**config.mk**
```make
export PLATFORM = sky130hd
export DESIGN_NAME = game_stat_counter
export DESIGN_NICKNAME = d
export VERILOG_FILES = /design/src/rtl/game_pkg.sv /design/src/rtl/tick_gen.sv /design/src/rtl/game_stat_counter.sv
export SDC_FILE = /design/constraint.sdc
export NUM_CORES = 1
export LEC_CHECK = 0
export BUFFER_PORTS_ARGS = -buffer_cell sky130_fd_sc_hd__clkbuf_2
export CORE_ASPECT_RATIO = 0.5
export CORE_UTILIZATION = 30
export CTS_CLUSTER_SIZE = 14
export DETAILED_ROUTE_END_ITERATION = 16
export GPL_TIMING_DRIVEN = 0
export SLEW_MARGIN = 40
export SYNTH_ARGS = -nofsm -noshare
export SYNTH_HDL_FRONTEND = slang
export SYNTH_HIERARCHICAL = 1
export SYNTH_SLANG_ARGS = --single-unit
export TNS_END_PERCENT = 5
```
**constraint.sdc**
```tcl
create_clock -name clock -period 3 [get_ports clock]
set_input_delay 0.15 -clock clock [delete_from_list [all_inputs] [get_ports clock]]
set_output_delay 0.15 -clock clock [all_outputs]
set_load 0.01 [all_outputs]
```
**src/rtl/game_pkg.sv**
```systemverilog
// Shared game-session definitions: FSM state encoding and the display ceilings
// that both this counter and the score/time display driver use.
package game_pkg;

   typedef enum logic [1:0] {
      StIdle  = 2'd0,
      StRun   = 2'd1,
      StPause = 2'd2,
      StDone  = 2'd3
   } game_state_e;

   localparam int unsigned DefaultTimeMax  = 9999;
   localparam int unsigned DefaultScoreMax = 999;

   // Internal datapath widths; upper output bits are tied to zero.
   localparam int unsigned ScoreW = 11;
   localparam int unsigned TimeW  = 14;

endpackage

```
**src/rtl/tick_gen.sv**
```systemverilog
// Seconds prescaler: counts enabled cycles and pulses tick on the last cycle of
// each CLK_HZ period. Holds its count while disabled so a pause loses no time.
module tick_gen #(
   parameter int unsigned CLK_HZ = 100_000_000
) (
   input  logic clock,
   input  logic rst,
   input  logic en,
   input  logic clr,
   output logic tick
);

   localparam int unsigned CntW = (CLK_HZ > 1) ? $clog2(CLK_HZ) : 1;
   localparam logic [CntW-1:0] CntLast = CntW'(CLK_HZ - 1);

   logic [CntW-1:0] cnt_q, cnt_d;

   assign tick = en && (cnt_q == CntLast);

   always_comb begin
      cnt_d = cnt_q;
      if (clr) begin
         cnt_d = '0;
      end else if (en) begin
         cnt_d = (cnt_q == CntLast) ? '0 : cnt_q + 1'b1;
      end
   end

   always_ff @(posedge clock or negedge rst) begin
      if (!rst) begin
         cnt_q <= '0;
      end else begin
         cnt_q <= cnt_d;
      end
   end

endmodule

```
**src/rtl/game_stat_counter.sv**
```systemverilog
// Game-session FSM with elapsed-seconds and saturating score counters feeding
// the display driver. Define BONUS_STREAK_EN to double points for quick hit streaks.
module game_stat_counter
   import game_pkg::*;
#(
   parameter int unsigned CLK_HZ     = 100_000_000,
   parameter int unsigned TIME_MAX   = DefaultTimeMax,
   parameter int unsigned SCORE_MAX  = DefaultScoreMax,
   parameter int unsigned STREAK_CYC = 50_000_000
) (
   input  logic        clock,
   input  logic        rst,
   input  logic        start,
   input  logic        pause,
   input  logic        hit,
   input  logic [3:0]  hit_pts,
   input  logic        game_over,
   output logic [31:0] score,
   output logic [31:0] total_time,
   output logic        running,
   output logic        done
);

   if (CLK_HZ < 2 || STREAK_CYC < 1 || SCORE_MAX > 2000 || TIME_MAX >= 2 ** TimeW)
   begin : g_param_check
      $error("game_stat_counter: parameter out of range");
   end

   game_state_e state_q, state_d;
   logic [ScoreW-1:0] score_q, score_d, pts_eff, score_sum;
   logic [TimeW-1:0]  time_q, time_d, time_inc;
   logic running_q, running_d, done_q, done_d;
   logic tick, hit_ok, at_ceiling;

   tick_gen #(
      .CLK_HZ (CLK_HZ)
   ) u_tick_gen (
      .clock (clock),
      .rst   (rst),
      .en    (state_q == StRun),
      .clr   (start),
      .tick  (tick)
   );

   assign hit_ok     = hit && (state_q == StRun || state_q == StPause);
   assign time_inc   = time_q + 1'b1;
   assign at_ceiling = tick && (time_inc >= TimeW'(TIME_MAX));

`ifdef BONUS_STREAK_EN
   localparam int unsigned StreakW = $clog2(STREAK_CYC + 1);

   // Cycles left in the current streak window; zero means no streak.
   logic [StreakW-1:0] streak_q, streak_d;

   always_comb begin
      streak_d = streak_q;
      if (start) begin
         streak_d = '0;
      end else if (hit_ok) begin
         streak_d = StreakW'(STREAK_CYC);
      end else if (state_q == StRun && streak_q != '0) begin
         streak_d = streak_q - 1'b1;
      end
   end

   always_ff @(posedge clock or negedge rst) begin
      if (!rst) begin
         streak_q <= '0;
      end else begin
         streak_q <= streak_d;
      end
   end

   assign pts_eff = (streak_q != '0) ? ScoreW'({hit_pts, 1'b0}) : ScoreW'(hit_pts);
`else
   assign pts_eff = ScoreW'(hit_pts);
`endif

   assign score_sum = score_q + pts_eff;

   always_comb begin
      state_d = state_q;
      if (start) begin
         state_d = StRun;
      end else begin
         case (state_q)
            StRun: begin
               if (game_over || at_ceiling) state_d = StDone;
               else if (pause)              state_d = StPause;
            end
            StPause: begin
               if (game_over)   state_d = StDone;
               else if (!pause) state_d = StRun;
            end
            default: state_d = state_q;
         endcase
      end
   end

   always_comb begin
      running_d = (state_d == StRun);
      done_d    = (state_d == StDone);
   end

   always_comb begin
      score_d = score_q;
      time_d  = time_q;
      if (start) begin
         score_d = '0;
         time_d  = '0;
      end else begin
         if (hit_ok) begin
            score_d = (score_sum > ScoreW'(SCORE_MAX)) ? ScoreW'(SCORE_MAX) : score_sum;
         end
         if (tick && time_q < TimeW'(TIME_MAX)) begin
            time_d = time_inc;
         end
      end
   end

   always_ff @(posedge clock or negedge rst) begin
      if (!rst) begin
         state_q   <= StIdle;
         score_q   <= '0;
         time_q    <= '0;
         running_q <= 1'b0;
         done_q    <= 1'b0;
      end else begin
         state_q   <= state_d;
         score_q   <= score_d;
         time_q    <= time_d;
         running_q <= running_d;
         done_q    <= done_d;
      end
   end

   assign score      = {{(32 - ScoreW){1'b0}}, score_q};
   assign total_time = {{(32 - TimeW){1'b0}}, time_q};
   assign running    = running_q;
   assign done       = done_q;

endmodule

```
==> results of run 1 <==
-- power by group --
part | total [mW] | switching, mW | leakage, nW | internal [mW]
Combinational | 0.647 | 0.384 | 1.25 | 0.263
Sequential | 0.877 | 0.0639 | 0.769 | 0.813
Clock | 0.612 | 0.300 | 0.0660 | 0.312
-- worst max-delay path: cells and delay by family (launching register included) --
kind,cells,cell delay [ns]
simple gates,1,0.26
compound gates,6,1.21
buf+inv,1,0.05
fa+ha+maj,2,0.58
flops,1,0.39
-- synthesized netlist by cell type (all sizes together) (2+ instances only) --
| cell | n |
|---|---|
| a31oi | 2 |
| nand3b | 5 |
| and2 | 8 |
| nor4 | 5 |
| a32o | 5 |
| nor2 | 51 |
| o21a | 2 |
| inv | 13 |
| nand2 | 27 |
| xor2 | 28 |
| o21bai | 2 |
| clkbuf | 4 |
| nor3b | 7 |
| nand4 | 20 |
| o31ai | 4 |
| nand3 | 18 |
| buf | 47 |
| nor2b | 5 |
| nor3 | 15 |
| or2 | 3 |
| a211oi | 4 |
| xnor2 | 6 |
| and4 | 6 |
| ha | 9 |
| a21boi | 3 |
| or3 | 2 |
| and3 | 6 |
| o21ai | 18 |
| nand4b | 2 |
| o22ai | 4 |
| or4 | 3 |
| nor4b | 4 |
| a2111oi | 2 |
| a21oi | 21 |
| dfrtp | 56 |
| nand2b | 3 |
-- cell type report --
class | instances | area [um2] | share of cell area, %
Sequential cell | 56 | 1401 | 30.58
Clock inverter | 3 | 23.77 | 0.5188
Tap cell | 165 | 206.4 | 4.506
Multi-Input combinational cell | 352 | 2205 | 48.12
Timing Repair Buffer | 38 | 212.7 | 4.642
Clock buffer | 5 | 125.1 | 2.731
Buffer | 51 | 359.1 | 7.837
Inverter | 13 | 48.80 | 1.065
-- cell families (layout without fill, tap and decap cells) --
logic type                 after synthesis  after routing  share of synthesized area, %
and+or+nand+nor                        192            192                         27.99
other                                    1             39                       0.09687
DFF                                     56             56                         36.20
muxes                                    1              1                        0.2586
AOI/OAI and AO/OA                       76             76                         13.80
buffers and inverters                   64            110                         10.54
xor gates and xnor gates                34             34                         7.692
adders and majority gates               10             10                         3.426
-- stage by stage --
stage          worst slack, ns  hold slack, ns  instances  cell area, um2
3_3_place_gp            0.3938          0.5502        673            4400
2_1_floorplan           0.6320         -0.1456        472            4014
4_1_cts                 0.3844          0.2257        683            4582
6_report                0.3973          0.2246        683            4582
3_5_place_dp            0.4015         0.09114        674            4423
5_1_grt                 0.1591          0.2477        683            4582
-- path summary, 6_finish.rpt --
check / from / to / slack [ns] / depth (start not counted)
max: score_q[0]$_DFFE_PN0P_ / score_q[4]$_DFFE_PN0P_ / 0.40 / 10
max in group asynchronous: rst / time_q[4]$_DFFE_PN0P_ / 2.20 / 3
min: pause / state_q[1]$_DFF_PN0_ / 0.22 / 4
min in group asynchronous: rst / u_tick_gen/cnt_q[24]$_DFFE_PN0P_ / 0.31 / 2
min reg2reg: u_tick_gen/cnt_q[1]$_DFFE_PN0P_ / u_tick_gen/cnt_q[1]$_DFFE_PN0P_ / 0.57 / 2
max reg2reg: score_q[0]$_DFFE_PN0P_ / score_q[4]$_DFFE_PN0P_ / 0.40 / 10
-- routing by layer --
layer  vias up  wire length [um]
met3         8               368
met2        74              4132
li1       1647                 -
met5         -                 0
met1      1564              4420
met4         0                61
-- what timing repair did --
| item | 4_1_cts | 5_1_grt |
|---|---|---|
| hold endpoints to repair | 19 | 0 |
| hold buffers | 1 | 0 |
| buffers inserted | 0 | 0 |
-- registers in the layout (all words and copies together) (netlist names) --
| name | cells |
|---|---|
| done | 1 |
| running | 1 |
| score_q | 11 |
| state_q | 2 |
| time_q | 14 |
| u_tick_gen/cnt_q | 27 |
==> flow_summary.yaml, run 1 <==
detailed_routing:
  drt_wl_total_um: 8983
  route.detailed.drc: 0
  routed-via-count: 3293
  wl_per_cell_um: 13.15
  via_per_inst: 4.821
  detail-route-antenna-nets: 0
  drt_iter0_drc: 163
  firstDrtPassIters: 4
logic_synthesis:
  yosysTopAreaCellShare_pct: 36.20
  synth_warnings: 6
  async_flop_share_pct: 100.0
  synth_ff_type: "dfrtp_1"
  yosys_register_bits: 56
  yosys.area.top_type: "dfrtp_1"
  synth_cell_type_count: 69
  synth-edff-count: 0
  syn_area_um2: 3871
  synthCells: 434
  synth.area.top_cells: "dfrtp_1 (36%), buf_4 (8.0%), xor2_1 (6.3%), nor2_1 (4.8%), ha_1 (2.9%)"
  ys_seq_area_share_pct: 36.20
  syn_area_per_cell_um2: 8.920
floorplanning:
  start_util_pct: 31.75
  coreArea_um2: 12190
  die-area_um2: 13390
  pin_count: 76
  num_rows: 28
  chipWidth_um: 162.7
  die_y_um: 82.33
grt:
  overflow: 0
  track_usage_pct: 14.34
  grt_antenna_before_repair: 0
  globalRoute.busiestLayer: "met2"
  grt_pass1_vias: 3042
  grt_start_max_net_pins: 38
  grt.met1_usage_pct: 19.11
  grt.met3_usage_pct: 2.547
  use_met2_pct: 24.79
  grt_pass1_wl_um: 15410
layout:
  layout-drive-gt1-share_pct: 21.24
  nNetsFinal: 537
  fillCellCount: 1269
  layout_common_cells: "dfrtp_1 (56), nor2_1 (50), buf_4 (41), conb_1 (39), clkbuf_2 (35)"
  utilization_pct: 37.58
  diodes: 0
  areaGrowthSynthToFinish_pct: 18.36
  final_common_cell: "dfrtp_1"
clock_network:
  htree_levels: 2
  cts_resized: 0
  clk_latency_ns: 0.31
  clock_sinks: 56
  cts-buffers-inserted: 5
  cts_tree: "built"
  clkTransAtPathRegs_ns: 0.08
  clockBufferDepth: 2
  clock-root-buffer: "clkbuf_16"
critical_path:
  crit_path_end_kind: "flop"
  crit_fanout: 4
  worstSetupStartpointType: "flop"
  cpMaxStageDelayCell: "dfrtp_1"
  path_cells: "ha_1, inv_1, fa_1, nor2b_1, o21ai_0, a2111oi_0, o31ai_1, a211oi_2, o22ai_1, a21o_1"
  crit_type: "flop to flop"
  max_stage_delay_ns: 0.39
  arrival_ns: 2.81
  cp.required_ns: 3.20
power_and_ir_drop:
  p_leak_nw: 2.090
  pwr_density_cell_nw_per_um2: 466.3
  totalPowerFinal_mw: 2.136
  max-vdd-ir-drop_uv: 216.4
worst_hold_path:
  hold_path_class: "input port to flop"
sta:
  slew_violations: 0
  fin_crit_ns: 2.603
  setup_tns_ns: 0
  finalClockSkew_ns: 0.008241
  tightest_slew_ns: 0.5230
  hold_viol: 0
  slew_headroom_pct: 64.76
  rsz0062_at_grt: "no"
  fin_crit_sh_pct: 86.76
  max_freq_mhz: 384.2
  setup_viol: 0
place:
  place.detailed.hpwl_um: 6654
  place.gp.congestion: 0.8509
  port_buffers: 36
run_status:
  outcome: "finished clean"
job:
  drv_cap: 0
Power figures use the tool's default switching activity.
==> inputs of run 2 (changes only) <==
- CORE_ASPECT_RATIO: 0.5 -> 1.75
==> run 2 against run 1 <==
First-iteration DRC count down 4.3%. Global-route usage grew 0.79 points. Die area about the same. Largest power group unchanged.
==> flow_summary.yaml, run 2 (synthesis gave the netlist of run 1 again) <==
clock_network:
  clock_sinks: 56
  cts-buffers-inserted: 5
  cts_tree: "built"
  htree_levels: 2
  postCtsSetupRepairBufs: 0
  clkTransAtPathRegs_ns: 0.07
  clock-root-buffer: "clkbuf_16"
  clockBufferDepth: 2
  clk_latency_ns: 0.30
detailed_routing:
  firstDrtPassIters: 4
  wl_per_cell_um: 14.02
  drt_wl_total_um: 9618
  routed-via-count: 3361
  detail-route-antenna-nets: 0
  route.detailed.drc: 0
  drt_iter0_drc: 156
  via_per_inst: 4.899
grt:
  overflow: 0
  grt.met3_usage_pct: 2.167
  use_met2_pct: 28.50
  grt_antenna_before_repair: 0
  track_usage_pct: 15.12
  grt_start_max_net_pins: 34
  grt.met1_usage_pct: 16.42
  grt_pass1_vias: 3342
  globalRoute.busiestLayer: "met2"
  grt_pass1_wl_um: 16160
floorplanning:
  die-area_um2: 13380
  num_rows: 54
  chipWidth_um: 87.87
  pin_count: 76
  die_y_um: 152.3
  start_util_pct: 30.97
  coreArea_um2: 12500
layout:
  largest_register_ffs: 27
  finish.instance_area_um2: 4601
  nNetsFinal: 537
  fillCellCount: 1275
  diodes: 0
  layout.cells.non_filler: 686
  register_area_um2: 1401
  final_common_cell: "dfrtp_1"
  multiInputGateArea_um2: 2205
  areaGrowthSynthToFinish_pct: 18.84
  layout_common_cells: "dfrtp_1 (56), nor2_1 (50), buf_4 (41), conb_1 (39), clkbuf_2 (35)"
  top_regs: "u_tick_gen/cnt_q: 27 flops, time_q: 14 flops, score_q: 11 flops"
  regMostFlops: "u_tick_gen/cnt_q"
  layout-drive-gt1-share_pct: 21.04
place:
  place.gp.congestion: 0.8365
  port_buffers: 36
  dpl-instance-area_um2: 4427
  place.detailed.hpwl_um: 7407
  dp.cells: 677
worst_hold_path:
  hold_path_class: "input port to flop"
sta:
  setup_viol: 0
  slew_violations: 0
  slew_headroom_pct: 62.98
  fin_crit_ns: 2.629
  finalClockSkew_ns: 0.009216
  rsz0062_at_grt: "no"
  hold_slack_ns: 0.2129
  max_freq_mhz: 380.3
  hold_viol: 0
  fin_crit_sh_pct: 87.64
  tightest_slew_ns: 0.5553
  setup_tns_ns: 0
power_and_ir_drop:
  pwr_density_cell_nw_per_um2: 479.4
  p_leak_nw: 2.105
  max-vdd-ir-drop_uv: 314.2
run_status:
  outcome: "finished clean"
critical_path:
  crit_type: "flop to flop"
  worst_path_dominant_cell_family: "compound AO/OA/AOI/OAI gates"
  arrival_ns: 2.82
  crit_fanout: 4
  worstSetupStartpointType: "flop"
  max_stage_delay_ns: 0.39
  path_cells: "ha_1, inv_1, fa_1, nor2b_1, o21ai_0, a2111oi_0, o31ai_1, a211oi_2, nor2_2, a32o_1"
  crit_path_end_kind: "flop"
  cpMaxStageDelayCell: "dfrtp_1"
  reg2reg_setup_slack_ns: 0.37
  cp_num_buf_inv: 1
  cp.required_ns: 3.19
job:
  drv_cap: 0
-- run 2: cell count changes in the layout (fill, tap and decap cells not counted) --
cell,previous run,this run
clkbuf_1,4,5
bufinv_16,0,1
clkinvlp_4,2,0
clkinv_2,0,1
clkinv_4,1,0
-- run 2: worst reg2reg max path: cells and delay by family (launching register included) --
family	cells	cell delay [ns]
flops	1	0.39
buf+inv	1	0.05
simple gates	2	0.35
compound gates	5	1.16
fa+ha+maj	2	0.57
-- run 2: worst paths after layout --
path | from | to | depth (start not counted)
setup / recovery | score_q[0]$_DFFE_PN0P_ | score_q[3]$_DFFE_PN0P_ | 10
setup reg to reg | score_q[0]$_DFFE_PN0P_ | score_q[3]$_DFFE_PN0P_ | 10
hold / removal | start | u_tick_gen/cnt_q[25]$_DFFE_PN0P_ | 3
max in group asynchronous | rst | u_tick_gen/cnt_q[23]$_DFFE_PN0P_ | 3
min in group asynchronous | rst | score_q[1]$_DFFE_PN0P_ | 2
hold reg to reg | time_q[13]$_DFFE_PN0P_ | time_q[13]$_DFFE_PN0P_ | 1
-- run 2: metrics by stage --
step | setup slack (ns) | power (mW) | util [%]
finish | 0.3708 | 2.206 | 36.81
global route | 0.1740 | 2.341 | 36.81
CTS | 0.3766 | 2.229 | 36.81
detailed placement | 0.3951 | 1.551 | 35.42
global placement | 0.4431 | 1.526 | 35.24
floorplan | 0.6320 | 1.358 | -
-- run 2: timing repair --
item                                    in CTS  in global routing
endpoints found under the setup margin       0                  0
resized for setup                            0                  0
hold buffers                                 1                  0
hold endpoints to repair                    23                  0
-- run 2: area by class of cell --
type	instances	area share (%)
clock buffer	6	2.801
clock inverter	2	0.7615
inverter	13	1.061
multi-input combinational	352	47.92
sequential	56	30.46
buffer	51	7.805
timing repair buffer	38	4.623
tap	168	4.569
-- run 2: layer usage --
layer	share of wire (%)	up-vias
li1	-	1639
met1	39	1641
met2	57	68
met3	2.6	13
met4	1.9	0
met5	0	-
-- run 2: report_power, final --
part           internal (mW)  total [mW]  leakage, nW  switching, mW
Combinational          0.263       0.657         1.25          0.394
Sequential             0.813       0.881        0.769         0.0682
Clock                  0.394       0.667       0.0808          0.273
==> inputs of run 3 (changes only) <==
- BUFFER_PORTS_ARGS: -buffer_cell sky130_fd_sc_hd__clkbuf_2 -> unset
- DONT_BUFFER_PORTS: unset -> 1
- REMOVE_ABC_BUFFERS: unset -> 1
==> run 3 against run 2 <==
Critical path depth unchanged. First-iteration DRC count down 1.9%. Hold slack worse by 0.18 ns. Clock power up 3%. Non-clock buffer count down 86.
==> flow_summary.yaml, run 3 (synthesis gave the netlist of run 1 again) <==
layout:
  diodes: 0
  top_regs: "u_tick_gen/cnt_q: 27 flops, time_q: 14 flops, score_q: 11 flops"
  utilization_pct: 32.66
  regMostFlops: "u_tick_gen/cnt_q"
  register_area_um2: 1401
  areaGrowthSynthToFinish_pct: 5.462
  nNetsFinal: 451
  finish.instance_area_um2: 4083
  multiInputGateArea_um2: 2208
  layout_common_cells: "dfrtp_1 (56), nor2_1 (50), conb_1 (39), xor2_1 (28), nand2_1 (27)"
  layout-drive-gt1-share_pct: 6.713
  largest_register_ffs: 27
  fillCellCount: 1309
  final_common_cell: "dfrtp_1"
clock_network:
  htree_levels: 2
  postCtsSetupRepairBufs: 0
  clock_sinks: 56
  cts-buffers-inserted: 5
  clkTransAtPathRegs_ns: 0.08
  clock-root-buffer: "clkbuf_16"
  cts_tree: "built"
  clockBufferDepth: 2
  ctsHoldBuffers: 3
  clk_latency_ns: 0.31
  cts_resized: 0
critical_path:
  cp.required_ns: 3.20
  cpMaxStageDelayCell: "dfrtp_1"
  path_cells: "ha_1, inv_1, fa_1, nor2b_1, o21ai_0, a2111oi_0, o31ai_1, a211oi_2, nor2_2, a221oi_2"
  path_depth: 10
  cp_num_buf_inv: 1
  worstSetupStartpointType: "flop"
  worst_path_dominant_cell_family: "compound AO/OA/AOI/OAI gates"
  r2r_cells: 10
  crit_type: "flop to flop"
  arrival_ns: 2.93
  timing.rr.start: "score_q[0]$_DFFE_PN0P_"
  max_stage_delay_ns: 0.44
  crit_start: "score_q[0]$_DFFE_PN0P_"
  crit_path_end_kind: "flop"
  crit_fanout: 4
worst_hold_path:
  min_from: "start"
  hold_path_class: "input port to flop"
  holdPathStages: 2
detailed_routing:
  via_per_inst: 5.163
  firstDrtPassIters: 4
  drt_iter0_drc: 153
  route.detailed.drc: 0
  wl_per_cell_um: 14.67
  detail-route-antenna-nets: 0
  routed-via-count: 3098
  drt_wl_total_um: 8804
sta:
  hold_viol: 0
  fin_crit_ns: 2.732
  setup_tns_ns: 0
  rsz0062_at_grt: "no"
  setup_viol: 0
  fin_crit_sh_pct: 91.07
  max_freq_mhz: 366.0
  slew_headroom_pct: 47.56
  tightest_slew_ns: 0.7862
  finalClockSkew_ns: 0.01275
  slew_violations: 0
power_and_ir_drop:
  max-vdd-ir-drop_uv: 301.7
  p_leak_nw: 1.691
  combPwrFrac_pct: 25.3
  totalPowerFinal_mw: 2.127
  p_int_mw: 1.401
  switching_share_pct: 34.14
  p_sw_mw: 0.7262
  pwr_density_cell_nw_per_um2: 521.0
  p_seq_share_pct: 42.5
  pwr-share-clk_pct: 32.2
grt:
  overflow: 0
  grt_start_max_net_pins: 57
  grt_pass1_vias: 2933
  grt_antenna_before_repair: 0
  grt_pass1_wl_um: 14610
  track_usage_pct: 13.76
place:
  place.gp.congestion: 0.8256
  place.detailed.hpwl_um: 6298
  port_buffers: 0
  dpl-instance-area_um2: 3869
floorplanning:
  die_y_um: 152.3
  num_rows: 54
  chipWidth_um: 87.87
  coreArea_um2: 12500
  pin_count: 76
  die-area_um2: 13380
  start_util_pct: 30.97
run_status:
  outcome: "finished clean"
job:
  drv_cap: 0
## run 3: final timing paths
check	to	slack, ns
worst max-delay path	score_q[1]$_DFFE_PN0P_	0.27
worst min-delay path	state_q[0]$_DFF_PN0_	0.03
worst max register to register	score_q[1]$_DFFE_PN0P_	0.27
worst min register to register	u_tick_gen/cnt_q[26]$_DFFE_PN0P_	0.57
max in group asynchronous	u_tick_gen/cnt_q[15]$_DFFE_PN0P_	2.37
min in group asynchronous	time_q[10]$_DFFE_PN0P_	0.36
## run 3: cell type report
class	instances	area share [%]
multi-input combinational	352	54.09
sequential	56	34.32
tap	168	5.149
clock buffer	5	3.065
inverter	13	1.195
clock inverter	3	1.134
timing repair buffer	3	1.042
## run 3: power by group through the flow
stage / Sequential [mW] / Clock (mW) / Combinational, mW
6_report: 0.903 / 0.685 / 0.539
5_1_grt: 0.911 / 0.741 / 0.607
4_1_cts: 0.903 / 0.709 / 0.541
3_5_place_dp: 0.917 / 0 / 0.509
3_3_place_gp: 0.914 / 0 / 0.487
2_1_floorplan: 0.896 / 0 / 0.401
## run 3: layer usage
| metal | up-vias | wire length, um | track usage, % |
|---|---|---|---|
| li1 | 1460 | - | - |
| met1 | 1541 | 3433 | 15.09 |
| met2 | 85 | 4713 | 24.44 |
| met3 | 12 | 410 | 2.763 |
| met4 | 0 | 246 | 6.714 |
| met5 | - | 0 | 0 |
## run 3: per-stage QoR
step,cells,hold WS [ns],setup slack (ns)
6_report,600,0.02797,0.2680
5_1_grt,600,0.03039,0.002726
4_1_cts,600,0.01596,0.2791
3_5_place_dp,589,-0.1444,0.3015
3_3_place_gp,589,-0.1444,0.2966
2_1_floorplan,421,-0.1456,0.6320
